$ cat src/rtl/branch_ctrl_if.sv
// Fetch/decode control-transfer bundle between the decode stage (master) and branch_ctrl (slave).
// Carries the D-stage transfer request, the fetch/decode PCs and the branch statistics.
interface branch_ctrl_if #(
    parameter int CNT_W = 16
);
    logic             stall;
    logic [2:0]       br_type;
    logic             jmp;
    logic             jr;
    logic             equal;
    logic             bgez;
    logic             bgtz;
    logic             blez;
    logic             bltz;
    logic [15:0]      imm16;
    logic [25:0]      instr_index;
    logic [31:0]      rs_val;

    logic [31:0]      pc_f;
    logic [31:0]      pc_d;
    logic [31:0]      pc8_d;
    logic             valid_d;
    logic             taken_d;
    logic             addr_err;
    logic [CNT_W-1:0] br_cnt;
    logic [CNT_W-1:0] taken_cnt;

    modport master (
        output stall, br_type, jmp, jr, equal, bgez, bgtz, blez, bltz,
               imm16, instr_index, rs_val,
        input  pc_f, pc_d, pc8_d, valid_d, taken_d, addr_err, br_cnt, taken_cnt
    );

    modport slave (
        input  stall, br_type, jmp, jr, equal, bgez, bgtz, blez, bltz,
               imm16, instr_index, rs_val,
        output pc_f, pc_d, pc8_d, valid_d, taken_d, addr_err, br_cnt, taken_cnt
    );
endinterface

$ cat src/rtl/branch_ctrl.sv
// Fetch PC sequencing with a single architectural delay slot: resolves D-stage branches and
// jumps, redirects fetch one cycle later, and keeps saturating branch statistics.
module branch_ctrl #(
    parameter logic [31:0] RESET_PC = 32'h0000_3000,
    parameter int          CNT_W    = 16
) (
    input  logic         clk,
    input  logic         reset,
    branch_ctrl_if.slave bus
);

    logic [31:0]      pc_f_q, pc_f_d;
    logic [31:0]      pc_d_q, pc_d_d;
    logic             valid_d_q, valid_d_d;
    logic             addr_err_q, addr_err_d;
    logic [CNT_W-1:0] br_cnt_q, br_cnt_d;
    logic [CNT_W-1:0] taken_cnt_q, taken_cnt_d;

    logic             is_br;
    logic             cond;
    logic             taken;
    logic [31:0]      br_target;
    logic [31:0]      jmp_target;
    logic [31:0]      jr_target;
    logic [31:0]      target;
    logic [31:0]      npc;
    logic             count_br;

    // Condition decode; br_type 0 and the reserved encoding 7 are not branches.
    always_comb begin
        is_br = 1'b1;
        cond  = 1'b0;
        case (bus.br_type)
            3'd1:    cond = bus.equal;
            3'd2:    cond = !bus.equal;
            3'd3:    cond = bus.bgez;
            3'd4:    cond = bus.bgtz;
            3'd5:    cond = bus.blez;
            3'd6:    cond = bus.bltz;
            default: is_br = 1'b0;
        endcase
    end

    always_comb begin
        br_target  = pc_d_q + 32'd4 + {{14{bus.imm16[15]}}, bus.imm16, 2'b00};
        jmp_target = {pc_d_q[31:28], bus.instr_index, 2'b00};
        jr_target  = {bus.rs_val[31:2], 2'b00};
        if (bus.jr) begin
            target = jr_target;
        end else if (bus.jmp) begin
            target = jmp_target;
        end else begin
            target = br_target;
        end
        taken    = valid_d_q & (bus.jr | bus.jmp | (is_br & cond));
        npc      = taken ? target : (pc_f_q + 32'd4);
        count_br = valid_d_q & is_br & !bus.jr & !bus.jmp;
    end

    // A stalled cycle freezes everything and drops the addr_err pulse.
    always_comb begin
        pc_f_d      = pc_f_q;
        pc_d_d      = pc_d_q;
        valid_d_d   = valid_d_q;
        br_cnt_d    = br_cnt_q;
        taken_cnt_d = taken_cnt_q;
        addr_err_d  = 1'b0;
        if (!bus.stall) begin
            pc_f_d     = npc;
            pc_d_d     = pc_f_q;
            valid_d_d  = 1'b1;
            addr_err_d = valid_d_q & bus.jr & (bus.rs_val[1:0] != 2'b00);
            if (count_br) begin
                if (br_cnt_q != {CNT_W{1'b1}}) begin
                    br_cnt_d = br_cnt_q + 1'b1;
                end
                if (cond && taken_cnt_q != {CNT_W{1'b1}}) begin
                    taken_cnt_d = taken_cnt_q + 1'b1;
                end
            end
        end
    end

    always_ff @(posedge clk) begin
        if (reset) begin
            pc_f_q      <= RESET_PC;
            pc_d_q      <= 32'd0;
            valid_d_q   <= 1'b0;
            addr_err_q  <= 1'b0;
            br_cnt_q    <= '0;
            taken_cnt_q <= '0;
        end else begin
            pc_f_q      <= pc_f_d;
            pc_d_q      <= pc_d_d;
            valid_d_q   <= valid_d_d;
            addr_err_q  <= addr_err_d;
            br_cnt_q    <= br_cnt_d;
            taken_cnt_q <= taken_cnt_d;
        end
    end

    assign bus.pc_f      = pc_f_q;
    assign bus.pc_d      = pc_d_q;
    assign bus.pc8_d     = pc_d_q + 32'd8;
    assign bus.valid_d   = valid_d_q;
    assign bus.taken_d   = taken;
    assign bus.addr_err  = addr_err_q;
    assign bus.br_cnt    = br_cnt_q;
    assign bus.taken_cnt = taken_cnt_q;

endmodule

$ cat src/flat_wrapper.sv
// flat-port wrapper written by rule: the top's interface ports become plain ports
module branch_ctrl_flat 
#(
    parameter logic [31:0] RESET_PC = 32'h0000_3000,
    parameter int          CNT_W    = 16
)
  (clk, reset, bus_stall, bus_br_type, bus_jmp, bus_jr, bus_equal, bus_bgez, bus_bgtz, bus_blez, bus_bltz, bus_imm16, bus_instr_index, bus_rs_val, bus_pc_f, bus_pc_d, bus_pc8_d, bus_valid_d, bus_taken_d, bus_addr_err, bus_br_cnt, bus_taken_cnt);
  branch_ctrl_if #(.CNT_W(CNT_W)) bus_i ();
  input  logic clk;
  input  logic reset;
  input wire logic [$bits(bus_i.stall)-1:0] bus_stall;
  input wire logic [$bits(bus_i.br_type)-1:0] bus_br_type;
  input wire logic [$bits(bus_i.jmp)-1:0] bus_jmp;
  input wire logic [$bits(bus_i.jr)-1:0] bus_jr;
  input wire logic [$bits(bus_i.equal)-1:0] bus_equal;
  input wire logic [$bits(bus_i.bgez)-1:0] bus_bgez;
  input wire logic [$bits(bus_i.bgtz)-1:0] bus_bgtz;
  input wire logic [$bits(bus_i.blez)-1:0] bus_blez;
  input wire logic [$bits(bus_i.bltz)-1:0] bus_bltz;
  input wire logic [$bits(bus_i.imm16)-1:0] bus_imm16;
  input wire logic [$bits(bus_i.instr_index)-1:0] bus_instr_index;
  input wire logic [$bits(bus_i.rs_val)-1:0] bus_rs_val;
  output wire logic [$bits(bus_i.pc_f)-1:0] bus_pc_f;
  output wire logic [$bits(bus_i.pc_d)-1:0] bus_pc_d;
  output wire logic [$bits(bus_i.pc8_d)-1:0] bus_pc8_d;
  output wire logic [$bits(bus_i.valid_d)-1:0] bus_valid_d;
  output wire logic [$bits(bus_i.taken_d)-1:0] bus_taken_d;
  output wire logic [$bits(bus_i.addr_err)-1:0] bus_addr_err;
  output wire logic [$bits(bus_i.br_cnt)-1:0] bus_br_cnt;
  output wire logic [$bits(bus_i.taken_cnt)-1:0] bus_taken_cnt;
  assign bus_i.stall = bus_stall;
  assign bus_i.br_type = bus_br_type;
  assign bus_i.jmp = bus_jmp;
  assign bus_i.jr = bus_jr;
  assign bus_i.equal = bus_equal;
  assign bus_i.bgez = bus_bgez;
  assign bus_i.bgtz = bus_bgtz;
  assign bus_i.blez = bus_blez;
  assign bus_i.bltz = bus_bltz;
  assign bus_i.imm16 = bus_imm16;
  assign bus_i.instr_index = bus_instr_index;
  assign bus_i.rs_val = bus_rs_val;
  assign bus_pc_f = bus_i.pc_f;
  assign bus_pc_d = bus_i.pc_d;
  assign bus_pc8_d = bus_i.pc8_d;
  assign bus_valid_d = bus_i.valid_d;
  assign bus_taken_d = bus_i.taken_d;
  assign bus_addr_err = bus_i.addr_err;
  assign bus_br_cnt = bus_i.br_cnt;
  assign bus_taken_cnt = bus_i.taken_cnt;
  branch_ctrl #(.RESET_PC(RESET_PC), .CNT_W(CNT_W)) u_core (.clk(clk), .reset(reset), .bus(bus_i));
endmodule
$ cat config.mk
export PLATFORM = sky130hd
export DESIGN_NAME = branch_ctrl_flat
export DESIGN_NICKNAME = d
export VERILOG_FILES = /design/src/rtl/branch_ctrl_if.sv /design/src/rtl/branch_ctrl.sv /design/src/flat_wrapper.sv
export SDC_FILE = /design/constraint.sdc
export NUM_CORES = 1
export LEC_CHECK = 0
export ABC_AREA = 0
export ABC_CLOCK_PERIOD_IN_PS = 9610
export BUFFER_PORTS_ARGS = -buffer_cell sky130_fd_sc_hd__clkbuf_2
export CORE_UTILIZATION = 40
export CTS_BUF_LIST = sky130_fd_sc_hd__clkbuf_2 sky130_fd_sc_hd__clkbuf_4 sky130_fd_sc_hd__clkbuf_8
export CTS_CLUSTER_DIAMETER = 30
export DETAILED_ROUTE_END_ITERATION = 16
export PLACE_DENSITY = 0.69
export RECOVER_POWER = 50
export SYNTH_ARGS = -nofsm -noshare
export SYNTH_HDL_FRONTEND = slang
export SYNTH_SLANG_ARGS = --single-unit
$ cat constraint.sdc
create_clock -name clk -period 9.61 [get_ports clk]
set_clock_uncertainty 0.05 [all_clocks]
set_input_delay 0.4805 -clock clk [delete_from_list [all_inputs] [get_ports clk]]
set_output_delay 0.4805 -clock clk [all_outputs]
set_load 0.01 [all_outputs]
### Yosys cells after proc, flatten, opt, wreduce, memory -nomap -nowiden

Cells that the tools add are included.

| storage, ports and cells | value |
|---|---|
| register bits after elaboration | 98 |
| output and inout bits | 131 |

| cells by class | value |
|---|---|
| $add $sub $neg | 6 |
| muxes and demuxes | 5 |
| equal/unequal tests | 8 |
| bitwise operators | 10 |
| reduce and logical (&&, ||, !) cells | 9 |

Operators with widths:

| kind | count |
|---|---|
| 32-bit two-way mux | 3 |
| 32-bit by 3-bit adder with 32-bit output (second input constant) | 2 |
| 16-bit by 1-bit adder with 16-bit output (second input constant) | 2 |
| 32-bit adder | 1 |
| 32-bit by 4-bit adder with 32-bit output (second input constant) | 1 |
| 16-bit inequality test (second input constant) | 2 |
| 3-bit equality test (second input constant) | 3 |
| 1-bit AND | 7 |
| 3-bit by 2-bit equality test with 1-bit output (second input constant) | 2 |
| 1-bit case mux with 6 select lines | 1 |
| 3-bit AND reduction | 2 |
| 6-bit OR reduction | 1 |
| 3-bit by 1-bit equality test with 1-bit output (second input constant) | 1 |
| 1-bit zero test | 3 |
| 1-bit OR | 2 |
| 2-bit nonzero test | 1 |
| 2-bit OR reduction | 1 |
| 1-bit logical AND | 1 |
| 1-bit two-way mux | 1 |
| 1-bit inverter | 1 |

### Logic depth before layout (Yosys ltp)

| depth | value |
|---|---|
| depth in word-level cells | 7 |
| mapped depth | 14 |
| depth with buffers taken out | 14 |

### Worst setup path after synthesis

OpenSTA, ideal clock, no wires.

| path | value |
|---|---|
| path type | in2reg |
| start point | input bus_imm16[1] |
| end point | register u_core.pc_f_q[31], in the netlist u_core.bus.pc_f[31] |
| setup time | 0.088 ns |
| buffers on the path | 0 |
| stages on the path | 12 |
| slack | 6.392 ns |
| arrival time | 3.079 ns |
| cell sequence | ha_1 ha_1 fa_1 a21o_1 a221oi_2 o31a_2 o211ai_2 nand3_1 a311o_1 xnor2_1 mux2_1 o32ai_2 |

| between the ends | value |
|---|---|
| word-level cells in the longest chain between the ends | 4 |

RTL lines:

| item | line | text |
|---|---|---|
| start: declaration | flat_wrapper.sv:20 | `input wire logic [$bits(bus_i.imm16)-1:0] bus_imm16;` |
| 32-bit adder | branch_ctrl.sv:45 | `br_target = pc_d_q + 32'd4 + {{14{bus.imm16[15]}}, bus.imm16, 2'b00};` |
| 32-bit two-way mux | branch_ctrl.sv:50 | `end else if (bus.jmp) begin` |
| 32-bit two-way mux | branch_ctrl.sv:48 | `if (bus.jr) begin` |
| 32-bit two-way mux | branch_ctrl.sv:56 | `npc = taken ? target : (pc_f_q + 32'd4);` |
| end signal: assignment | branch_ctrl.sv:93 | `pc_f_q <= pc_f_d;` |
| end: declaration | branch_ctrl.sv:12 | `logic [31:0] pc_f_q, pc_f_d;` |

Every way passes these cells.
A chain may end at the register's enable or synchronous reset.

==> impl_metrics.yaml <==
timing:
  maxSlewViolCount: 84
  rsz0062_at_grt: "no"
  hold_ws_ns: 0.3423
  fmax_mhz: 187.2
  tns_ns: 0
  worst_pin_slew_ns: 4.487
  period_share_pct: 55.60
  slew_headroom_pct: -199.2
  setup_viol: 0
  post-route-min-period_ns: 5.343
  hold_violations: 0
floorplanning:
  design.core.area_mm2: 0.01821
  start_util_pct: 41.50
  ios: 218
  die_area_mm2: 0.01944
  core.rowCount: 49
  die_h_um: 139.4
  die_w_um: 139.4
synthesis:
  syn_inst: 967
  synth_fa_ha_area_share_pct: 10.37
  synth-main-ff-cell: "dfxtp_1"
  synth_top_family_by_area: "simple AND/OR/NAND/NOR gates"
  yosysTopAreaCell: "dfxtp_1"
  synth_xor_area_share_pct: 8.346
  avgSynthCellArea_um2: 7.814
  synthMuxAreaShare_pct: 5.878
  synth-seq-cells: 98
  synth_edf_count: 0
  async_flop_share_pct: 0
  synth_top_area_share_pct: 25.96
  yosys_warnings: 0
  synth-compound-area-share_pct: 21.81
  mappedNetlistArea_mm2: 0.007556
  seq_area_frac_synth_pct: 25.96
  ys_top_cells_by_area: "dfxtp_1 26%, ha_1 10%, nor2_1 6.0%"
  ys_types: 79
  synth-simple-area-share_pct: 23.45
  syn_nets: 1116
cts:
  cts_tree: "done"
  cts_sinks: 98
  path_clk_slew_ns: 0.11
  post_cts_buffers: 0
  root_buffer: "clkbuf_8"
  clk_latency_ns: 0.39
  cts.htree.levels: 3
  postCtsResizedCells: 0
  cts_hold_buf: 0
  cts_buffer_depth: 2
  cts_buffers: 9
setup_path:
  path_max_fanout: 83
  critical_path_arrival_ns: 5.59
  critPathTopFamily: "buffers and inverters"
  cp-start-kind: "primary input"
  reg2regPathDepth: 12
  slowest_stage: "clkbuf_1"
  path_class: "primary input to register"
  crit_chain: "clkbuf_4 -> clkbuf_1 -> nor2_1 -> o221ai_2 -> a21oi_1 -> a2111oi_1"
  cp_num_buf_inv: 2
  r2r_setup_slack_ns: 5.96
  slowest_delay_ns: 3.11
  end_kind: "register"
  reg2reg_to: "u_core.bus.pc_f[31]"
  crit_required_ns: 9.85
  reg2reg_from: "u_core.bus.pc_d[3]"
placed_design:
  hpwlAfterDp_mm: 17.50
  dp.cells: 1367
  io_buffers: 217
  place.gp.congestion: 0.9390
drt:
  wl_mm: 23.07
  drcViolationCount: 0
  viasPerCell: 5.644
  drt_iter0_markers: 428
  firstDrtPassIters: 5
  ant_nets: 0
  avgRoutedWirePerCell_um: 16.67
  vias: 7811
worst_hold_path:
  whs_path_depth: 3
  worstHoldEndpoint: "u_core.bus.pc_f[13]"
  hp-start: "bus_rs_val[13]"
  hold_class: "primary input to register"
power:
  leakage_nw: 3.805
  power_uw: 910.5
  ir_worst_vdd_uv: 62.75
  power_density_mw_per_mm2: 103.1
global_routing:
  antenna_found_initial: 1
  grt_usage_pct: 23.59
  grt_pass1_wl_mm: 36.60
  grt_pass1_vias: 6956
  gr-total-overflow: 0
  grt_start_max_net_pins: 84
finish:
  area_growth_pct: 16.84
  regArea_mm2: 0.001962
  fin_nets: 1298
  multi_input_area_mm2: 0.005278
  layout-drive-gt1-share_pct: 15.42
  fillers: 1872
  stdcell_count: 1384
flow_run:
  cap_violations: 1
run_status:
  outcome: "complete, but fails checks"
  violations: "capacitance limit, slew limit"
-- worst reg2reg max path, delay by kind of cell (launching register included) --
| kind | cells | cell delay (ns) |
|---|---|---|
| compound gates | 6 | 1.45 |
| xor+xnor | 1 | 0.14 |
| fa+ha+maj | 3 | 0.96 |
| flops | 1 | 0.50 |
| mux | 1 | 0.35 |
| simple gates | 1 | 0.14 |
-- flip-flops by register name, summed over array words and instances (netlist names) --
signal / count
u_core.bus.pc_d: 32
u_core.bus.pc_f: 32
u_core.bus.br_cnt: 16
u_core.bus.taken_cnt: 16
u_core.bus.addr_err: 1
u_core.bus.valid_d: 1
-- cell usage in the layout (no fill, tap or decap), drive strengths merged, types with 11 or more instances in the layout --
cell / synthesis / layout
dfxtp: 98 / 98
ha: 61 / 61
o211ai: 11 / 11
inv: 23 / 27
a21o: 17 / 17
a21oi: 76 / 76
xor2: 36 / 36
and3: 17 / 17
o21ai: 60 / 60
nor2b: 11 / 11
xnor2: 36 / 36
nand3: 29 / 29
clkbuf: 35 / 226
mux2i: 41 / 41
or3: 14 / 14
nor2: 121 / 121
nand2: 92 / 92
nand4: 17 / 17
nor3: 23 / 23
-- layout make-up --
cell class | count | area share [%]
multi-input combinational | 795 | 59.78
sequential | 98 | 22.22
timing repair buffer | 222 | 11.58
tap | 229 | 3.245
clock buffer | 9 | 1.403
inverter | 23 | 0.9779
clock inverter | 7 | 0.7653
antenna | 1 | 0.02834
-- logic make-up (layout without fill, tap and decap cells) --
family / Yosys count / in the layout
AOI/OAI and AO/OA: 251 / 251
adders and majority gates: 62 / 62
xor gates and xnor gates: 72 / 72
muxes: 44 / 44
buffers and inverters: 74 / 261
DFF: 98 / 98
and+or+nand+nor: 366 / 366
other: 0 / 1
-- synthesized netlist by cell type (10+ instances only) --
cell type / count
o211ai_1: 10
a21oi_1: 75
xor2_1: 36
nand2_1: 91
o21ai_0: 59
xnor2_1: 36
dfxtp_1: 98
nand4_1: 17
nor2_1: 121
or3_1: 13
nor2b_1: 11
clkbuf_1: 35
ha_1: 61
and3_1: 17
mux2i_1: 41
inv_1: 23
a21o_1: 17
nor3_1: 22
nand3_1: 27
-- worst max path at each step --
stage	startpoint	slack [ns]	end	cells past startpoint
final	bus_stall	4.27	u_core.bus.pc_f[28]	6
after floorplan	bus_imm16[1]	6.39	u_core.bus.pc_f[31]	12
after global placement	bus_imm16[1]	5.96	u_core.bus.pc_f[31]	13
after global routing	bus_stall	3.94	u_core.bus.pc_f[28]	6
after CTS	u_core.bus.pc_d[6]	5.82	bus_pc8_d[31]	9
after detailed placement	bus_imm16[1]	5.93	u_core.bus.pc_f[31]	13
-- per-stage QoR --
stage	instance area, um^2	utilization, %	setup slack, ns
detailed placement	8741	48.00	5.934
global route	8828	48.48	3.941
CTS	8932	49.06	5.816
floorplan	7556	-	6.392
global placement	8741	48.00	5.957
finish	8828	48.48	4.267
-- metal layers --
metal | share of wire [%] | vias to the layer above | GRT usage, %
met5 | 0 | - | 0
met2 | 46 | 275 | 37.98
li1 | - | 3868 | -
met1 | 47 | 3643 | 32.64
met4 | 1.3 | 0 | 6.199
met3 | 6.1 | 25 | 3.716
-- report_power, final --
part	switching [mW]	total, mW	internal [mW]	leakage (nW)
sequential	0.0217	0.439	0.417	0.794
clock	0.174	0.276	0.102	0.0958
combinational	0.114	0.196	0.0818	2.92
Note: power is estimated with default switching activity, not from simulation.
